$ cat src/rtl/button_event_decoder_pkg.sv
// button_event_decoder_pkg: gesture states, counter sizing, event bit slots.
// Shared by the decoder top; no ports.
package button_event_decoder_pkg;

  typedef enum logic [2:0] {
    S_IDLE      = 3'd0,
    S_PRESSED   = 3'd1,
    S_WAIT_GAP  = 3'd2,
    S_SECOND    = 3'd3,
    S_LONG_HELD = 3'd4
  } state_e;

  localparam int EV_SHORT  = 0;
  localparam int EV_LONG   = 1;
  localparam int EV_DOUBLE = 2;
  localparam int EV_W      = 3;

  // Counter width: enough for the largest timing parameter plus one bit.
  function automatic int cnt_w(
    input int a,
    input int b,
    input int c
  );
    int m;
    m = a;
    if (b > m) m = b;
    if (c > m) m = c;
    return $clog2(m) + 1;
  endfunction

endpackage

$ cat src/rtl/button_event_decoder_edge_detect.sv
// button_event_decoder_edge_detect: registers the previous button level.
// Ports: i_clk, i_rst_n (async low), i_d level; o_rise / o_fall combinational.
module button_event_decoder_edge_detect (
  input  logic i_clk,
  input  logic i_rst_n,
  input  logic i_d,
  output logic o_rise,
  output logic o_fall
);

  logic r_prev;

  // prev clears to 0 so a level already high at reset release is a rise.
  always_ff @(posedge i_clk or negedge i_rst_n) begin
    if (!i_rst_n) r_prev <= 1'b0;
    else          r_prev <= i_d;
  end

  assign o_rise = i_d & ~r_prev;
  assign o_fall = ~i_d & r_prev;

endmodule

$ cat src/rtl/button_event_decoder.sv
// button_event_decoder: classifies a debounced button into short/long/double.
// Ports: i_clk, i_rst_n (async low), i_btn level in; o_short, o_long,
// o_double, o_repeat 1-cycle pulses; o_held level while long-held.
// Macro BTN_AUTOREPEAT_EN enables o_repeat; otherwise it is tied 0.
module button_event_decoder
  import button_event_decoder_pkg::*;
#(
  parameter int LONG_PRESS_CLKS = 24000000,
  parameter int DOUBLE_GAP_CLKS = 6000000,
  parameter int REPEAT_CLKS     = 3000000
) (
  input  logic i_clk,
  input  logic i_rst_n,
  input  logic i_btn,
  output logic o_short,
  output logic o_long,
  output logic o_double,
  output logic o_held,
  output logic o_repeat
);

  localparam int CW = cnt_w(
    LONG_PRESS_CLKS, DOUBLE_GAP_CLKS, REPEAT_CLKS);

  localparam logic [CW-1:0] CNT_MAX   = '1;
  localparam logic [CW-1:0] CNT_ONE   = CW'(1);
  localparam logic [CW-1:0] LONG_LAST =
    CW'(LONG_PRESS_CLKS - 1);
  localparam logic [CW-1:0] GAP_LAST  =
    CW'(DOUBLE_GAP_CLKS - 1);

  state_e            r_state;
  state_e            w_next;
  logic [CW-1:0]     r_cnt;
  logic [CW-1:0]     w_cnt_nxt;
  logic [CW-1:0]     w_inc;
  logic [EV_W-1:0]   r_evt;
  logic [EV_W-1:0]   w_evt;
  logic              r_held;
  logic              w_rise;
  logic              w_fall;

`ifdef BTN_AUTOREPEAT_EN
  localparam logic [CW-1:0] REP_LAST = CW'(REPEAT_CLKS - 1);
  logic r_rep;
  logic w_rep;
`endif

  button_event_decoder_edge_detect u_edge (
    .i_clk   (i_clk),
    .i_rst_n (i_rst_n),
    .i_d     (i_btn),
    .o_rise  (w_rise),
    .o_fall  (w_fall)
  );

  assign w_inc = (r_cnt == CNT_MAX) ? r_cnt : r_cnt + 1'b1;

  // The sample that enters PRESSED / WAIT_GAP is itself the first
  // high / low sample of that phase, so the count restarts at 1.
  always_comb begin
    w_next    = r_state;
    w_cnt_nxt = r_cnt;
    w_evt     = '0;
`ifdef BTN_AUTOREPEAT_EN
    w_rep     = 1'b0;
`endif
    unique case (r_state)
      S_IDLE: begin
        if (w_rise) begin
          w_next    = S_PRESSED;
          w_cnt_nxt = CNT_ONE;
        end
      end
      S_PRESSED: begin
        if (w_fall) begin
          w_next    = S_WAIT_GAP;
          w_cnt_nxt = CNT_ONE;
        end else if (i_btn && r_cnt == LONG_LAST) begin
          w_next         = S_LONG_HELD;
          w_cnt_nxt      = '0;
          w_evt[EV_LONG] = 1'b1;
        end else if (i_btn) begin
          w_cnt_nxt = w_inc;
        end
      end
      S_WAIT_GAP: begin
        if (w_rise) begin
          w_next           = S_SECOND;
          w_cnt_nxt        = '0;
          w_evt[EV_DOUBLE] = 1'b1;
        end else if (r_cnt == GAP_LAST) begin
          w_next          = S_IDLE;
          w_cnt_nxt       = '0;
          w_evt[EV_SHORT] = 1'b1;
        end else begin
          w_cnt_nxt = w_inc;
        end
      end
      S_SECOND: begin
        if (w_fall) begin
          w_next    = S_IDLE;
          w_cnt_nxt = '0;
        end
      end
      S_LONG_HELD: begin
        if (w_fall) begin
          w_next    = S_IDLE;
          w_cnt_nxt = '0;
        end
`ifdef BTN_AUTOREPEAT_EN
        else if (r_cnt == REP_LAST) begin
          w_rep     = 1'b1;
          w_cnt_nxt = '0;
        end else begin
          w_cnt_nxt = w_inc;
        end
`endif
      end
      default: begin
        w_next    = S_IDLE;
        w_cnt_nxt = '0;
      end
    endcase
  end

  always_ff @(posedge i_clk or negedge i_rst_n) begin
    if (!i_rst_n) begin
      r_state <= S_IDLE;
      r_cnt   <= '0;
      r_evt   <= '0;
      r_held  <= 1'b0;
    end else begin
      r_state <= w_next;
      r_cnt   <= w_cnt_nxt;
      r_evt   <= w_evt;
      r_held  <= (w_next == S_LONG_HELD);
    end
  end

`ifdef BTN_AUTOREPEAT_EN
  always_ff @(posedge i_clk or negedge i_rst_n) begin
    if (!i_rst_n) r_rep <= 1'b0;
    else          r_rep <= w_rep;
  end
  assign o_repeat = r_rep;
`else
  assign o_repeat = 1'b0;
`endif

  assign o_short  = r_evt[EV_SHORT];
  assign o_long   = r_evt[EV_LONG];
  assign o_double = r_evt[EV_DOUBLE];
  assign o_held   = r_held;

endmodule
$ cat config.mk
export PLATFORM = sky130hd
export DESIGN_NAME = button_event_decoder
export DESIGN_NICKNAME = d
export VERILOG_FILES = /design/src/rtl/button_event_decoder_pkg.sv /design/src/rtl/button_event_decoder_edge_detect.sv /design/src/rtl/button_event_decoder.sv
export SDC_FILE = /design/constraint.sdc
export NUM_CORES = 1
export LEC_CHECK = 0
export ABC_AREA = 1
export BUFFER_PORTS_ARGS = -buffer_cell sky130_fd_sc_hd__buf_2
export CORE_UTILIZATION = 50
export CTS_BUF_LIST = sky130_fd_sc_hd__clkbuf_2
export DETAILED_ROUTE_END_ITERATION = 6
export HOLD_SLACK_MARGIN = 0.06
export PLACE_DENSITY = 0.72
export SYNTH_ARGS = -nofsm -noshare
export SYNTH_HDL_FRONTEND = slang
export SYNTH_HIERARCHICAL = 1
export SYNTH_SLANG_ARGS = --single-unit
$ cat constraint.sdc
create_clock -name i_clk -period 1.5 [get_ports i_clk]
set_input_delay 0.3 -clock i_clk [delete_from_list [all_inputs] [get_ports i_clk]]
set_output_delay 0.3 -clock i_clk [all_outputs]
set_load 0.05 [all_outputs]
# == Yosys cells after proc, flatten, opt, wreduce, memory -nomap -nowiden ==
# Index checks and enable logic that the tools add are counted.
# Widths: inputs -> output; s select.
# totals
elab_cells,49
out_inout_bits,5
regBits,34
in_bits,3
# classes
add_sub_neg,1
mux,24
bitwise_logic,4
reduce_logical,4
eq_ne,11
# op_table
operator,n
$mux 26,8
$pmux 26 s4,1
$add 26x1->26 const B,1
$eq 26x23->1 const B,1
$eq 26x25->1 const B,1
$eq 26x26->1 const B,1
$mux 3,6
$pmux 3 s4,1
$mux 1,8
$eq 3x2->1 const B,2
$eq 3x3->1 const B,2
$ne 2x1->1 const B,2
$ne 4x3->1 const B,1
$eq 3x1->1 const B,1
$logic_not 3->1,1
$reduce_and 3->1,1
$and 1x1->1,2
$not 1->1,2
$reduce_or 2->1,1
$logic_and 1x1->1,1

# == Logic depth before layout (Yosys ltp) ==
# logic_depth
depth_word,6
mapped_depth,14
ltp_nobuf,14

# == Cells and area by module ==
# The synthesis kept the hierarchy.
# modules_own_cells
mod,cells_per_inst,n_inst,area_per_inst_um2,seq_area_each_um2
button_event_decoder,344,1,2253.4,825.8
button_event_decoder_edge_detect,5,1,40.0,25.0

# == Least setup slack after synthesis ==
# No wires, ideal clock.
# synth_timing
path_type,register -> register
start,reg u_edge.r_prev
end,reg r_cnt[14]
period_less_slack_ns,1.639
setup_time_ns,0.117
slack_ns,-0.139
path_buffers,1
t_required_ns,1.383
arrival_ns,1.522
stages_incl_launch_ff,12
cell_sequence,dfrtp_1 nor2_1 inv_2 nand2_1 nand2_1 nand2_1 nand2_1 nor2_4 buf_6 nand4_1 o21ai_1 nor2_1
# synth_between
elab_chain_len,4
elab_cells_between_ends,10
cone_classes,eq/ne: 3; mux: 3; bitwise: 3; reduce/logical: 1
# synth_lines
item,line,rtl
"start, declared",button_event_decoder_edge_detect.sv:11,logic r_prev;
"start signal, assigned",button_event_decoder_edge_detect.sv:16,else r_prev <= i_d;
$not 1->1 (*),button_event_decoder_edge_detect.sv:19,assign o_rise = i_d & ~r_prev;
$and 1x1->1 (*),button_event_decoder_edge_detect.sv:19,
via w_rise,button_event_decoder.sv:40,logic w_rise;
$mux 26 / $ne 2x1->1 (equally long branches),--,
$pmux 26 s4 / $reduce_and 3->1 (equally long branches),--,
"end signal, assigned",button_event_decoder.sv:135,r_cnt <= w_cnt_nxt;
"end, declared",button_event_decoder.sv:34,logic [CW-1:0] r_cnt;
# Mark *: on every way through the listed nets, which the timed path passes. The rest lies on a longest branch.
# A chain may end at the register's enable or synchronous reset.

# == Worst setup path in the final report ==
# layout_timing
start,reg r_cnt[1]
end,reg r_cnt[20]
# layout_between
elab_chain_len,6
elab_cells_between_ends,14
cone_classes,add/sub: 1; eq/ne: 4; mux: 7; reduce/logical: 2
# layout_lines
item,line,rtl
$add 26x1->26 / $eq 26x26->1 (equally long branches),button_event_decoder.sv:57,assign w_inc = (r_cnt == CNT_MAX) ? r_cnt : r_cnt + 1'b1;
$mux 26,button_event_decoder.sv:57,
$mux 26,button_event_decoder.sv:83,end else if (i_btn) begin
$mux 26,button_event_decoder.sv:79,end else if (i_btn && r_cnt == LONG_LAST) begin
$mux 26,button_event_decoder.sv:76,if (w_fall) begin
$pmux 26 s4,button_event_decoder.sv:68,unique case (r_state)
# Parallel ways exist; a longest one is shown, timed or not. The select of a mux whose other input is x is not followed.

==> reports/results.txt <==
Critical path endpoint category = register
Clock Sink Count = 34
Layout-stage area growth over the synthesis result = 46.5%
Chip Height = 69.7 um
Mean routed wirelength per cell = 14.0 um
Setup slack of the critical path after layout = -244 ps
Unrepaired setup endpoints after global routing = true
Total setup violations reported at the end of the flow = 30
Detailed-route wire length = 6990 um
Worst Path Required = 1790 ps
Startpoint of the worst hold path = i_btn
Layout cell share with drive strength beyond 1 = 37.4%
P_leak = 1.73 nW
Final setup TNS = -5620 ps
Number of global-route vias before repair = 2578
Classification of the worst setup path = reg -> reg
Die width = 69.7 um
DR vias = 2608
Syn Nets = 353
Number of diodes = 0
Residual DRC count = 1
Hold violation count in the final report = 0
Global-route wire length before repair = 11500 um
Clock input transition at the sequential cells of the worst setup and hold paths = 200 ps
Clock tree buffer depth = 2
Remaining global-route overflow = 0
Power density over cell area = 1130 nW/um^2
Maximum number of pins on one net before global-route repair = 35
Standard cell area after detailed placement = 2990 sq um
Starting density of the core = 52.3%
Setup slack on the worst flop-to-flop path = -240 ps
Number of stages on the worst hold path = 6
CP startpoint kind = register
Endpoint arrival time on the critical path = 2040 ps
Final weighted congestion in routability-driven placement = 0.932
Post-layout utilization of the core = 76.7%
Number of top-level pins = 8
Synth cell types = 30
Share of the clock period used by the worst path after layout = 116%
Fmax achieved = 573 MHz
Average instance area after synthesis = 6.57 sq um
Worst IR drop on VDD = 0.964 mV
CTS H-tree lvls = 2
Number of nets at the end of the flow = 450
Detailed Place HPWL = 4940 um
Peak fanout along the critical path = 7
Synthesized instance count = 349
Final design instance area without fill = 3360 sq um
Clock tree root driver cell = sky130_fd_sc_hd__clkbuf_2
Initial antenna violation count = 0
Worst Setup SP = r_cnt[1]$_DFFE_PN0P_
Placeable Area = 4380 sq um
Number of register bits inferred by synthesis = 34
Post-route minimum period = 1740 ps
Max-capacitance violation count = 0
Proportion of synthesized chip area in sequential cells = 37.1%
Die Outline Area = 4860 sq um
Post-route antenna net violation count = 0
Top post-synthesis cells by area = sky130_fd_sc_hd__dfrtp_1, sky130_fd_sc_hd__nand2_1, sky130_fd_sc_hd__nor2_1
Violations in the final reports = DRC, setup timing
Launch instance of the worst register-to-register path = r_cnt[1]$_DFFE_PN0P_
Mapped cell area = 2290 sq um
All-layer global routing usage = 30.4%
CTS buffer count = 5
Drt pass-1 iters = 7
Clock insertion delay at the later pin of the skew report = 400 ps
Outcome = complete, but fails checks
Worst r2r path cells = 10
Average via count per standard cell = 5.23
Clock tree from TritonCTS = yes
Drt first-iter violations = 177
Fraction of post-synthesis cell area in the top cell type by area = 37.1%
Worst hold path class = in -> reg
IO buf count = 6
Biggest area consumer among synthesized cells = sky130_fd_sc_hd__dfrtp_1
Worst Clk Skew = 25.9 ps
Number of warnings printed during yosys synthesis = 6
Row cnt = 24
Number of pins exceeding their max-slew limit in the final report = 0
registers in the layout, summed over array words and instances (netlist names):
signal         flops
u_edge/r_prev      1
r_state            3
r_evt              3
r_cnt             26
o_held             1
cells in the final DEF, fill, tap and decap left out, types with 4 or more instances in the layout:
cell                       instances
sky130_fd_sc_hd__a21oi_1           4
sky130_fd_sc_hd__buf_2             6
sky130_fd_sc_hd__buf_4            74
sky130_fd_sc_hd__buf_6             9
sky130_fd_sc_hd__clkbuf_2          6
sky130_fd_sc_hd__dfrtp_1          34
sky130_fd_sc_hd__inv_1            48
sky130_fd_sc_hd__inv_2             6
sky130_fd_sc_hd__nand2_1          88
sky130_fd_sc_hd__nand2_2          17
sky130_fd_sc_hd__nand3_1          11
sky130_fd_sc_hd__nand3_2           8
sky130_fd_sc_hd__nand4_1          15
sky130_fd_sc_hd__nor2_1           57
sky130_fd_sc_hd__nor2_2            6
sky130_fd_sc_hd__nor2_4            8
sky130_fd_sc_hd__o21ai_2           7
per-stage QoR:
| stage | cells | hold slack [ps] | setup WS (ps) | power, mW |
|---|---|---|---|---|
| 4_1_cts | 498 | 337 | -221 | 3.63 |
| 3_5_place_dp | 478 | 361 | -229 | 2.76 |
| 6_report | 499 | 370 | -244 | 3.79 |
| 3_3_place_gp | 478 | 357 | -194 | 2.72 |
| 2_1_floorplan | 349 | 4.41 | -113 | 2.03 |
| 5_1_grt | 499 | 355 | -368 | 4.01 |
logic make-up (layout without fill, tap and decap cells):
logic type / count (synthesis) / count (layout) / share of synthesized area, %
AND/OR/NAND/NOR: 227 / 228 / 44.4
XOR/XNOR: 4 / 4 / 1.53
AO/OA/AOI/OAI: 21 / 21 / 5.18
other: 1 / 1 / 0.164
buffers and inverters: 61 / 158 / 11.1
flip-flops: 34 / 34 / 37.1
adder cells (fa/ha/maj): 1 / 1 / 0.545
path summary, 6_finish.rpt:
kind | endpoint
min | r_evt[2]$_DFF_PN0_
min in group asynchronous | r_cnt[8]$_DFFE_PN0P_
max in group asynchronous | r_cnt[17]$_DFFE_PN0P_
max reg2reg | r_cnt[20]$_DFFE_PN0P_
max | r_cnt[20]$_DFFE_PN0P_
min reg2reg | r_cnt[9]$_DFFE_PN0P_
cells in the mapped netlist:
cell                        number
sky130_fd_sc_hd__a211oi_1        1
sky130_fd_sc_hd__a21oi_1         4
sky130_fd_sc_hd__buf_4           3
sky130_fd_sc_hd__buf_6           2
sky130_fd_sc_hd__conb_1          1
sky130_fd_sc_hd__dfrtp_1        34
sky130_fd_sc_hd__ha_1            1
sky130_fd_sc_hd__inv_1          52
sky130_fd_sc_hd__inv_2           4
sky130_fd_sc_hd__nand2_1       105
sky130_fd_sc_hd__nand2_2         4
sky130_fd_sc_hd__nand3_1        18
sky130_fd_sc_hd__nand3_2         1
sky130_fd_sc_hd__nand3_4         1
sky130_fd_sc_hd__nand3b_1        3
sky130_fd_sc_hd__nand4_1        15
sky130_fd_sc_hd__nand4_2         1
sky130_fd_sc_hd__nor2_1         66
sky130_fd_sc_hd__nor2_2          2
sky130_fd_sc_hd__nor2_4          3
sky130_fd_sc_hd__nor2_8          1
sky130_fd_sc_hd__nor3_1          6
sky130_fd_sc_hd__nor3b_1         1
sky130_fd_sc_hd__o2111ai_1       1
sky130_fd_sc_hd__o211ai_1        1
sky130_fd_sc_hd__o21a_1          2
sky130_fd_sc_hd__o21ai_0         9
sky130_fd_sc_hd__o21ai_1         3
sky130_fd_sc_hd__xnor2_1         2
sky130_fd_sc_hd__xor2_1          2
power breakdown:
part / switching, mW / total [mW] / internal, mW
Clock: 0.341 / 0.456 / 0.115
Combinational: 1.19 / 2.28 / 1.09
Sequential: 0.0649 / 1.05 / 0.986
critical path: stages, from the launching register on:
cell and delay, ps:
sky130_fd_sc_hd__dfrtp_1 410, sky130_fd_sc_hd__ha_2 200, sky130_fd_sc_hd__nand2_2 70, sky130_fd_sc_hd__nor2_4 140
sky130_fd_sc_hd__nand2_4 100, sky130_fd_sc_hd__nor2_8 140, sky130_fd_sc_hd__nand3_2 210, sky130_fd_sc_hd__nand3b_1 200
sky130_fd_sc_hd__o21ai_1 70, sky130_fd_sc_hd__inv_1 50, sky130_fd_sc_hd__nor2_1 30
timing repair:
action	CTS	global route
buffers inserted	8	1
endpoints found under the setup margin	30	32
hold buffers	2	0
resized for setup	27	33
pin swaps	5	15
endpoints found under the hold margin	35	0
gates cloned	2	0
routing by layer:
| layer | GRT usage, % | vias to the layer above | part of all wire (%) |
|---|---|---|---|
| li1 | - | 1288 | - |
| met1 | 39.1 | 1179 | 43 |
| met2 | 50.9 | 118 | 48 |
| met3 | 5.67 | 23 | 6.6 |
| met4 | 11.3 | 0 | 2.5 |
| met5 | 0 | - | 0 |
area by class of cell:
type / instances / area (sq um)
clock buffer: 6 / 30.0
clock inverter: 2 / 8.76
fill: 323 / 1020
inverter: 56 / 218
multi-input combinational: 255 / 1410
sequential: 34 / 851
tap: 52 / 65.1
timing repair buffer: 94 / 774
(Power assumes the default switching activity.)
